### src/rtl/pipe_pkg.sv
// Shared pipeline definitions: handshake-stage state and the per-stage
// bundle widths used when instantiating pipe_stage_reg between stages.
package pipe_pkg;

    // State doubles as occupancy: encoding value == entries held.
    typedef enum logic [1:0] {
        ST_EMPTY = 2'd0,
        ST_ONE   = 2'd1,
        ST_TWO   = 2'd2
    } pipe_state_t;

    // Inter-stage bundle widths (payload bits, control field on top).
    localparam int IFID_W       = 64;
    localparam int IDEX_W       = 147;
    localparam int EXMEM_W      = 75;
    localparam int EXMEM_CTRL_W = 6;
    localparam int MEMWB_W      = 71;
    localparam int MEMWB_CTRL_W = 2;

endpackage

### src/rtl/pipe_stage_reg.sv
// Reusable pipeline stage register with valid/ready handshake, synchronous
// flush that squashes control bits, and an optional two-entry skid buffer.
module pipe_stage_reg
    import pipe_pkg::*;
#(
    parameter int WIDTH  = EXMEM_W,
    parameter int CTRL_W = EXMEM_CTRL_W,
    parameter int SKID   = 1
) (
    input  logic             clk,
    input  logic             rst,
    input  logic             flush,
    input  logic             in_valid,
    output logic             in_ready,
    input  logic [WIDTH-1:0] in_data,
    output logic             out_valid,
    input  logic             out_ready,
    output logic [WIDTH-1:0] out_data,
    output logic [1:0]       occupancy
);

    // Ones over the top CTRL_W bits; all-zero for CTRL_W=0, all-one for
    // CTRL_W=WIDTH (the shift runs out of bits).
    localparam logic [WIDTH-1:0] CTRL_MASK = ~({WIDTH{1'b1}} >> CTRL_W);

    pipe_state_t      state_q, state_d;
    logic [WIDTH-1:0] m_q, m_d;
    logic [WIDTH-1:0] s_q, s_d;
    logic             in_fire, out_fire;

    assign out_valid = (state_q != ST_EMPTY);
    assign occupancy = state_q;
    assign in_fire   = in_valid & in_ready;
    assign out_fire  = out_valid & out_ready;

    // Control field reads as zero whenever nothing valid is presented.
    assign out_data  = out_valid ? m_q : (m_q & ~CTRL_MASK);

    // Skid variant: ready comes from flops only, so out_ready never reaches
    // in_ready combinationally. Plain variant: accept when M frees this cycle.
    generate
        if (SKID != 0) begin : g_skid
            assign in_ready = (state_q != ST_TWO);
        end else begin : g_noskid
            assign in_ready = !out_valid || out_ready;
        end
    endgenerate

    // Next-state and storage update; flush overrides every transfer.
    always_comb begin
        state_d = state_q;
        m_d     = m_q;
        s_d     = s_q;
        if (flush) begin
            // An accepted input beat is simply dropped here.
            state_d = ST_EMPTY;
            m_d     = m_q & ~CTRL_MASK;
            s_d     = s_q & ~CTRL_MASK;
        end else begin
            case (state_q)
                ST_EMPTY: begin
                    if (in_fire) begin
                        state_d = ST_ONE;
                        m_d     = in_data;
                    end
                end
                ST_ONE: begin
                    if (in_fire && out_fire) begin
                        m_d = in_data;
                    end else if (in_fire && (SKID != 0)) begin
                        // Downstream stalled: park the new beat behind M.
                        state_d = ST_TWO;
                        s_d     = in_data;
                    end else if (out_fire) begin
                        state_d = ST_EMPTY;
                    end
                end
                ST_TWO: begin
                    if (out_fire) begin
                        state_d = ST_ONE;
                        m_d     = s_q;
                    end
                end
                default: state_d = ST_EMPTY;
            endcase
        end
    end

    // State and payload registers, asynchronously cleared.
    always_ff @(posedge clk or posedge rst) begin
        if (rst) begin
            state_q <= ST_EMPTY;
            m_q     <= '0;
            s_q     <= '0;
        end else begin
            state_q <= state_d;
            m_q     <= m_d;
            s_q     <= s_d;
        end
    end

endmodule

### config.mk
export PLATFORM = sky130hd
export DESIGN_NAME = pipe_stage_reg
export DESIGN_NICKNAME = d
export VERILOG_FILES = /design/src/rtl/pipe_pkg.sv /design/src/rtl/pipe_stage_reg.sv
export SDC_FILE = /design/constraint.sdc
export NUM_CORES = 1
export LEC_CHECK = 0
export BUFFER_PORTS_ARGS = -buffer_cell sky130_fd_sc_hd__buf_2
export CORE_MARGIN = 8
export CORE_UTILIZATION = 59
export CTS_CLUSTER_SIZE = 30
export DETAILED_ROUTE_END_ITERATION = 10
export PLACE_DENSITY = 0.89
export REMOVE_ABC_BUFFERS = 1
export SETUP_SLACK_MARGIN = 0.05
export SYNTH_ARGS = -nofsm -noshare
export SYNTH_HDL_FRONTEND = slang
export SYNTH_SLANG_ARGS = --single-unit
### constraint.sdc
create_clock -name clk -period 9.8 [get_ports clk]
set_input_delay 1.47 -clock clk [delete_from_list [all_inputs] [get_ports clk]]
set_output_delay 1.47 -clock clk [all_outputs]
set_load 0.005 [all_outputs]
# ---- Word level (Yosys, flattened, before mapping)
# Cells that the tools add are included.
dict set report word_totals {
  reg_bits 152
  in_bits 80
  output_inout_bits 79
}
dict set report op_classes {
  eq_ne 12
  muxes 17
  n_bitwise 4
  n_reduce_logical 12
}
# cell n
set op_table {}
lappend op_table {{$mux W75} 9}
lappend op_table {{$pmux W75 S3} 1}
lappend op_table {{$mux W2} 6}
lappend op_table {{$ne A3 B3 Y1 const B} 4}
lappend op_table {{$reduce_and A4 Y1} 3}
lappend op_table {{$ne A2 B2 Y1 const B} 5}
lappend op_table {{$pmux W2 S3} 1}
lappend op_table {{$reduce_bool A2 Y1} 3}
lappend op_table {{$reduce_and A5 Y1} 1}
lappend op_table {{$ne A4 B4 Y1 const B} 1}
lappend op_table {{$reduce_bool A4 Y1} 1}
lappend op_table {{$reduce_and A3 Y1} 1}
lappend op_table {{$reduce_bool A3 Y1} 1}
lappend op_table {{$and A1 B1 Y1} 2}
lappend op_table {{$eq A2 B1 Y1 const B} 1}
lappend op_table {{$eq A2 B2 Y1 const B} 1}
lappend op_table {{$logic_not A2 Y1} 1}
lappend op_table {{$not A1 Y1} 2}
lappend op_table {{$logic_and A1 B1 Y1} 1}

# ---- Longest topological paths before layout
# Gate-level depths: netlist (run 1).
dict set report logic_depth {
  word_depth 7
  depth_mapped 6
  ltp_nobuf 3
}

# ---- Least setup slack after synthesis (run 1)
# Ideal clock, no wire load.
dict set report synth_timing {
  path_type {input-to-reg}
  startpoint {input port flush}
  endpoint {register m_q[17]}
  setup_ns 0.125
  arrival_time_ns 2.521
  required_ns 9.675
  slack_ns 7.155
  stages 5
  cell_sequence {or2_2 o22ai_2 buf_6 buf_6 mux2_2}
}
dict set report synth_between {
  elab_chain_len 2
}
# element line_no
set synth_lines {}
lappend synth_lines {{start: declaration} pipe_stage_reg.sv:12} ;# input logic flush,
lappend synth_lines {{$not A1 Y1 (no line)} --}
lappend synth_lines {{$reduce_and A5 Y1 (no line)} --}
lappend synth_lines {{end signal: assignment} pipe_stage_reg.sv:97} ;# m_q <= m_d;
lappend synth_lines {{end: declaration} pipe_stage_reg.sv:27} ;# logic [WIDTH-1:0] m_q, m_d;
# Every way passes these cells.
# A chain may end at the register's enable or synchronous reset.

# ---- Worst setup path in the final report (run 1)
dict set report layout_timing {
  startpoint {input port flush}
  endpoint {register m_q[45]}
}
# Same word-level chain as after synthesis.

==> results of run 1 <==
## cells by family (layout without fill, tap and decap cells)
logic type	count (synthesis)	in the layout	synth area share, %
mux	214	214	34.7
flops	152	152	51.5
buf+inv	98	198	10.2
compound gates	18	18	2.14
simple gates	16	16	1.51
## per-layer routing
layer / vias to the layer above / track usage, % / routed length [um]
met5: - / 0 / 0
met2: 112 / 30.5 / 7210
met4: 0 / 7.27 / 219
met3: 20 / 6.16 / 925
met1: 2102 / 21.5 / 5920
li1: 1864 / - / -
## path summary, 6_finish.rpt
check / startpoint / to / slack (ns)
setup / recovery: flush / m_q[45] / 6.73
hold / removal: s_q[28] / s_q[28] / 0.48
setup reg to reg: occupancy[1] / m_q[45] / 7.42
hold reg to reg: s_q[28] / s_q[28] / 0.48
max in group asynchronous: rst / s_q[30] / 7.20
min in group asynchronous: rst / s_q[20] / 1.18
## placed cells by master, fill, tap and decap left out
master      netlist  routed
a211oi_1          1       1
a21oi_1           1       1
a22o_1           11      11
a32o_1            1       1
buf_2             9     158
buf_4            71       4
bufinv_16         0       4
clkbuf_1          0       3
clkbuf_16         0      17
clkbuf_8          0       5
clkinv_2          0       2
clkinvlp_4        0       1
dfrtp_1         152     152
inv_1             4       3
inv_6             0       1
mux2_1           44      44
mux2_2          129     129
mux2_4           40      40
mux2i_1           1       1
nand2_1           1       1
nand2b_1          2       1
nand2b_4          0       1
nand3b_1          1       1
nor2_1            2       2
nor2b_1           6       6
nor4_4            1       1
o211a_1           1       1
o21a_1            1       1
o22ai_4           0       1
o31a_1            1       1
or2_2             2       2
or3b_2            1       1
## final cells by class
cell class / instances / area (um^2) / area share, %
sequential: 152 / 3800 / 45.6
multi-input combinational: 248 / 2840 / 34.1
timing repair buffer: 162 / 821 / 9.84
clock buffer: 25 / 505 / 6.06
tap: 172 / 215 / 2.58
clock inverter: 7 / 138 / 1.65
inverter: 4 / 20.0 / 0.240
## report_power, final
group / switching [mW] / internal, mW
registers: 0.0777 / 0.775
logic: 0.123 / 0.193
clock network: 0.238 / 0.460
total: 0.439 / 1.43
## registers in the layout, summed over array words and instances (netlist names)
register	flops
s_q	75
occupancy	2
m_q	75
## per-stage QoR
step / util [%] / worst slack (ns) / std cells
5_1_grt: 67.2 / 6.63 / 770
6_report: 67.2 / 6.73 / 770
3_3_place_gp: 62.0 / 6.37 / 738
4_1_cts: 67.2 / 6.71 / 770
3_5_place_dp: 62.0 / 6.31 / 738
2_1_floorplan: - / 4.24 / 404
==> impl_results.md, run 1 <==
- Pwr/cell area: roughly 220 nW/um^2
- Cell count after synthesis: between 400 and 500
- Main area contributors after synthesis: dfrtp_1 52%, mux2_2 20%, mux2_4 8.1%, buf_4 7.2%, mux2_1 6.7%
- GRT Total Usage: between 10% and 20%
- Max_cap viols: 0
- Worst setup EP type: flip-flop
- WP data required: between 10 and 15 ns
- Fin Hold WS: between 0.4 and 0.5 ns
- Routed Antenna Nets: 0
- Depth of the CTS H-tree: 4
- Top cell type by total area after synthesis: dfrtp_1
- DR iter-0 viols: 208
- Drt total wl: approximately 14,000 um
- Die width: about 130 um
- # setup viols final: 0
- Largest net degree at the start of global routing: 80
- Total power: about 1.9 mW
- Gr ovfl total: 0
- Avg Inst Size Synth: ~15 um^2
- RSZ-0062 raised after global routing: false
- DRC viols: 0
- Clock transition at path regs: 0.05 ns
- Kind of critical path: in2reg
- CP top delay family: buffers and inverters
- IO buf count: roughly 160
- Biggest cell delay along the critical path: approximately 0.87 ns
- Post-synth top cells: 152 x dfrtp_1, 129 x mux2_2, 71 x buf_4, 44 x mux2_1, 40 x mux2_4
- Period utilisation layout: 31.3%
- Max-slew violation count: 0
- Hold Crit Depth: 1
- Least-Margin Pin Slew: around 1.2 ns
- Post-CTS Resized: 0
- CTS max path bufs: 2
- Register bit total from synthesis: around 150
- Ys async rst share: 100%
- CP Max Fanout: 75
- CP max stage cell: buf_4
- Distinct cells, synth: 25
- Hpwl dp: ~9600 um
- Crit. path cell count: 5
- Post-synth EDFFs: 0
- Worst Path Buf+Inv: 2
- I/O Pins: between 150 and 200
- Setup_tns: 0 ns
- FMAX: 326 MHz
- Synthesis-to-layout area growth: 13.1%
- Reg2Reg Depth: 4
- Drt pass-1 iters: 4
- Final cell area excluding filler cells: 8350 um^2
- Fin. Hold Viols: 0
- Synth warn: 0
- Synth Flop Type: dfrtp_1
- Layout cell share with drive strength beyond 1: around 60%
- Count leader, synth: dfrtp_1
- Nets: ~670
- Setup bufs post-CTS: 0
- Post-CTS Hold Buffers: 0
- Pleak: ~4 nW
- Num CTS Buffers: 17
- Vias in the first global route: approximately 4,700
- Minimum clock period: between 3 and 4 ns
- Post-synthesis sequential area ratio: 51.5%
- Mapped Area: 7380 um^2
- Slew HR: about a fifth
- Area post-placement: slightly below 8000 um^2
- Num rows: a little over 40
- Status: completed
- Die H: roughly 130 um
- Top cell type's share of synthesized area: roughly half
- Critical Path Start Type: input port
- Skew final: between 0.007 and 0.008 ns
- Clk_lat worst skew: about 0.42 ns
- # fillers: a little under 900
- Initial antenna violation count: 0
- Arrival time of the worst setup path: approximately 3.4 ns
- Vias: 4,098
- CTS Sinks: between 150 and 200
- Placer congestion estimate: 0.754
- Core ar.: between 10,000 and 15,000 um^2
- Worst min path class: reg2reg
- Die Area: between 15,000 and 20,000 um^2
- Wirelength per Cell: approximately 19 um
- First-pass GRT wire length: between 20,000 and 25,000 um
- CTS tree: built
- Max IR drop VDD: approximately 120 uV
- Diodes inserted: 0
- CP cell instances: buf_2 > or2_2 > o22ai_4 > buf_4 > mux2_2
- Clock Root Buffer: clkbuf_16
- Vias/cell: about 5.3
- Starting Density: between 50% and 60%
(Power assumes the default switching activity.)
==> inputs of run 2 (changes only) <==
--- a/config.mk
+++ b/config.mk
@@ -5,12 +5,13 @@
 export SDC_FILE = /design/constraint.sdc
 export NUM_CORES = 1
 export LEC_CHECK = 0
+export ABC_AREA = 1
 export BUFFER_PORTS_ARGS = -buffer_cell sky130_fd_sc_hd__buf_2
 export CORE_MARGIN = 8
-export CORE_UTILIZATION = 59
+export CORE_UTILIZATION = 55
 export CTS_CLUSTER_SIZE = 30
 export DETAILED_ROUTE_END_ITERATION = 10
-export PLACE_DENSITY = 0.89
+export PLACE_DENSITY = 0.83
 export REMOVE_ABC_BUFFERS = 1
 export SETUP_SLACK_MARGIN = 0.05
 export SYNTH_ARGS = -nofsm -noshare
==> constraint.sdc (replaced) <==
create_clock -name clk -period 2.95 [get_ports clk]
set_input_delay 0.4425 -clock clk [delete_from_list [all_inputs] [get_ports clk]]
set_output_delay 0.4425 -clock clk [all_outputs]
set_load 0.005 [all_outputs]
==> run 2 against run 1 <==
Hold slack got worse by 0.34 ns. Setup slack got worse by 6.2 ns. Synthesized cell count increased by 95%. Final area increased by 1.8%. Clock power increased to 3.3 times the previous value. Non-clock buffer count increased by 10. Sequential power increased to 3.5 times the previous value. Clock skew decreased by 0.0015 ns. Highest routed layer is now met5.
==> impl_results.md, run 2 <==
- Clock Root Buffer: clkbuf_16
- DRC viols: 0
- Post-synth top cells: 367 x nand2_1, 152 x dfrtp_1, 102 x nand3_1, 92 x o21ai_0, 74 x buf_4
- Kind of critical path: reg2out
- Wirelength per Cell: between 15 and 20 um
- Nets: roughly 1,100
- Register bit total from synthesis: ~150
- Max IR drop VDD: 385 uV
- GRT Total Usage: a little over a fifth
- Least-Margin Pin Slew: a little under 0.7 ns
- Biggest cell delay along the critical path: 0.45 ns
- Busiest grt layer: met2
- Largest net degree at the start of global routing: 77
- Count leader, synth: nand2_1
- Num rows: 43
- Vias in the first global route: roughly 6,400
- Synthesis-to-layout area growth: 12.3%
- CP max stage cell: dfrtp_1
- Final worst slack: about 0.51 ns
- Status: completed
- Crit Reg-Reg Endpoint: s_q[14]
- I/O Pins: 159
- Post-synthesis sequential area ratio: 50.3%
- Vias: 6,337
- Top cell type by total area after synthesis: dfrtp_1
- Initial antenna violation count: 2
- Top cell type's share of synthesized area: between 50% and 60%
- Drt pass-1 iters: 4
- Clock transition at path regs: 0.06 ns
- Grt met2 use: 35.3%
- First-pass GRT wire length: between 30,000 and 40,000 um
- Placer congestion estimate: ~0.79
- CTS max path bufs: 2
- Max-slew violation count: 0
- Ys async rst share: 100%
- Num CTS Buffers: 17
- Worst setup EP type: output port
- Reg2reg setup slack: between 0.6 and 0.7 ns
- RSZ-0062 raised after global routing: false
- Gr ovfl total: 0
- FMAX: 410 MHz
- Distinct cells, synth: 19
- Post-CTS Resized: 0
- CP Max Fanout: 39
- M3 GR Usage: 7.42%
- WP data required: between 2 and 3 ns
- CP cell instances: inv_2 > nand2_4 > buf_4 > buf_2
- Most common cell after layout, fill and taps aside: nand2_1
- Pleak: 4.74 nW
- Skew final: roughly 0.0057 ns
- Synth Flop Type: dfrtp_1
- Die H: ~130 um
- Dpl ws: about 0.62 ns
- Mapped Area: 7560 um^2
- Vias/cell: 5.19
- Diodes inserted: 0
- # fillers: 1,233
- Die width: between 100 and 150 um
- Main area contributors after synthesis: dfrtp_1 50%, nand2_1 18%, buf_4 7.3%, nand3_1 6.8%, o21ai_0 6.1%
- Layout cell share with drive strength beyond 1: 20.4%
- Reg2Reg Depth: 7
- Critical Path Start Type: flip-flop
- Hpwl dp: roughly 12,000 um
- Core ar.: around 14,000 um^2
- Worst min path class: in2async
- Clk_lat worst skew: 0.43 ns
- Pwr/cell area: 773 nW/um^2
- Starting Density: between 50% and 60%
- Synth warn: 0
- Max_cap viols: 0
- IO buf count: about 160
- Cell count after synthesis: between 900 and 1,000
- Avg Inst Size Synth: just under 8 um^2
- Die Area: about 18,000 um^2
- Reg2Reg Launch Point: occupancy[1]
- Post-synth EDFFs: 0
- # setup viols final: 0
- DR iter-0 viols: 477
- Depth of the CTS H-tree: 4
- Drt total wl: between 15,000 and 20,000 um
- Post-CTS Hold Buffers: 0
- Setup bufs post-CTS: 0
- Fin. Hold Viols: 0
- Arrival time of the worst setup path: roughly 2.0 ns
- CTS Sinks: around 150
- Period utilisation layout: between 80% and 90%
- GR Util met1: around 26%
- CTS tree: built
- Fin Hold WS: between 0.1 and 0.15 ns
- Routed Antenna Nets: 0
- Slew HR: 53.6%
- Minimum clock period: between 2 and 2.5 ns
- Commonest non-fill, non-tap cells in the layout: 366 x nand2_1, 158 x buf_2, 151 x dfrtp_1, 102 x nand3_1, 92 x o21ai_0
[run 2: changes by cell type in the layout (fill, tap and decap cells not counted), moves of 32 or more]
| cell | before | now |
|---|---|---|
| inv_1 | 3 | 37 |
| mux2_1 | 44 | 0 |
| mux2_2 | 129 | 0 |
| mux2_4 | 40 | 0 |
| nand2_1 | 1 | 366 |
| nand3_1 | 0 | 102 |
| nor2_1 | 2 | 34 |
| o21ai_0 | 0 | 92 |
[run 2: kinds of logic (layout without fill, tap and decap cells)]
group	count (synthesis)	after routing	synth area share, %
AND/OR/NAND/NOR	510	510	27.3
buffers and inverters	173	243	13.4
flip-flops	152	152	50.3
AO/OA/AOI/OAI	135	135	9.00
[run 2: cell type report]
class	count	area, um^2	share of cell area [%]
clock buffer	23	478	5.63
sequential	152	3800	44.8
inverter	39	151	1.78
tap	180	225	2.65
multi-input combinational	645	2770	32.6
timing repair buffer	172	921	10.8
clock inverter	9	145	1.71
[run 2: layer usage]
metal  wire length (um)  vias up
li1                   -     3121
met1               7830     2965
met2               8860      225
met3               1580       22
met4                203        4
met5                 18        -
[run 2: worst max path at each step]
stage	start	end	slack, ns
floorplan	occupancy[1]	m_q[69]	-1.89
global route	occupancy[0]	in_ready	0.34
finish	occupancy[0]	in_ready	0.51
detailed placement	occupancy[1]	s_q[74]	0.62
global placement	occupancy[1]	occupancy[1]	0.73
CTS	occupancy[0]	in_ready	0.48
[run 2: report_power, final]
group | total, mW | internal [mW] | switching [mW]
clock network | 2.30 | 1.48 | 0.829
logic | 1.28 | 0.512 | 0.764
registers | 2.98 | 2.67 | 0.312
[run 2: worst max-delay path, delay by kind of cell (launching register included)]
kind | cells | cell delay (ns)
AND/OR/NAND/NOR | 1 | 0.24
flip-flops | 1 | 0.45
buffers and inverters | 3 | 0.87
[run 2: stage by stage]
stage          utilization [%]  std cells  total power, mW  area (um^2)  TNS [ns]
3_3_place_gp              57.6       1188             4.22         7870         0
3_5_place_dp              57.6       1188             4.29         7870         0
4_1_cts                   62.1       1220             6.61         8490         0
2_1_floorplan                -        836             3.67         6700   -426.18
5_1_grt                   62.1       1220             6.94         8490         0
6_report                  62.1       1220             6.56         8490         0
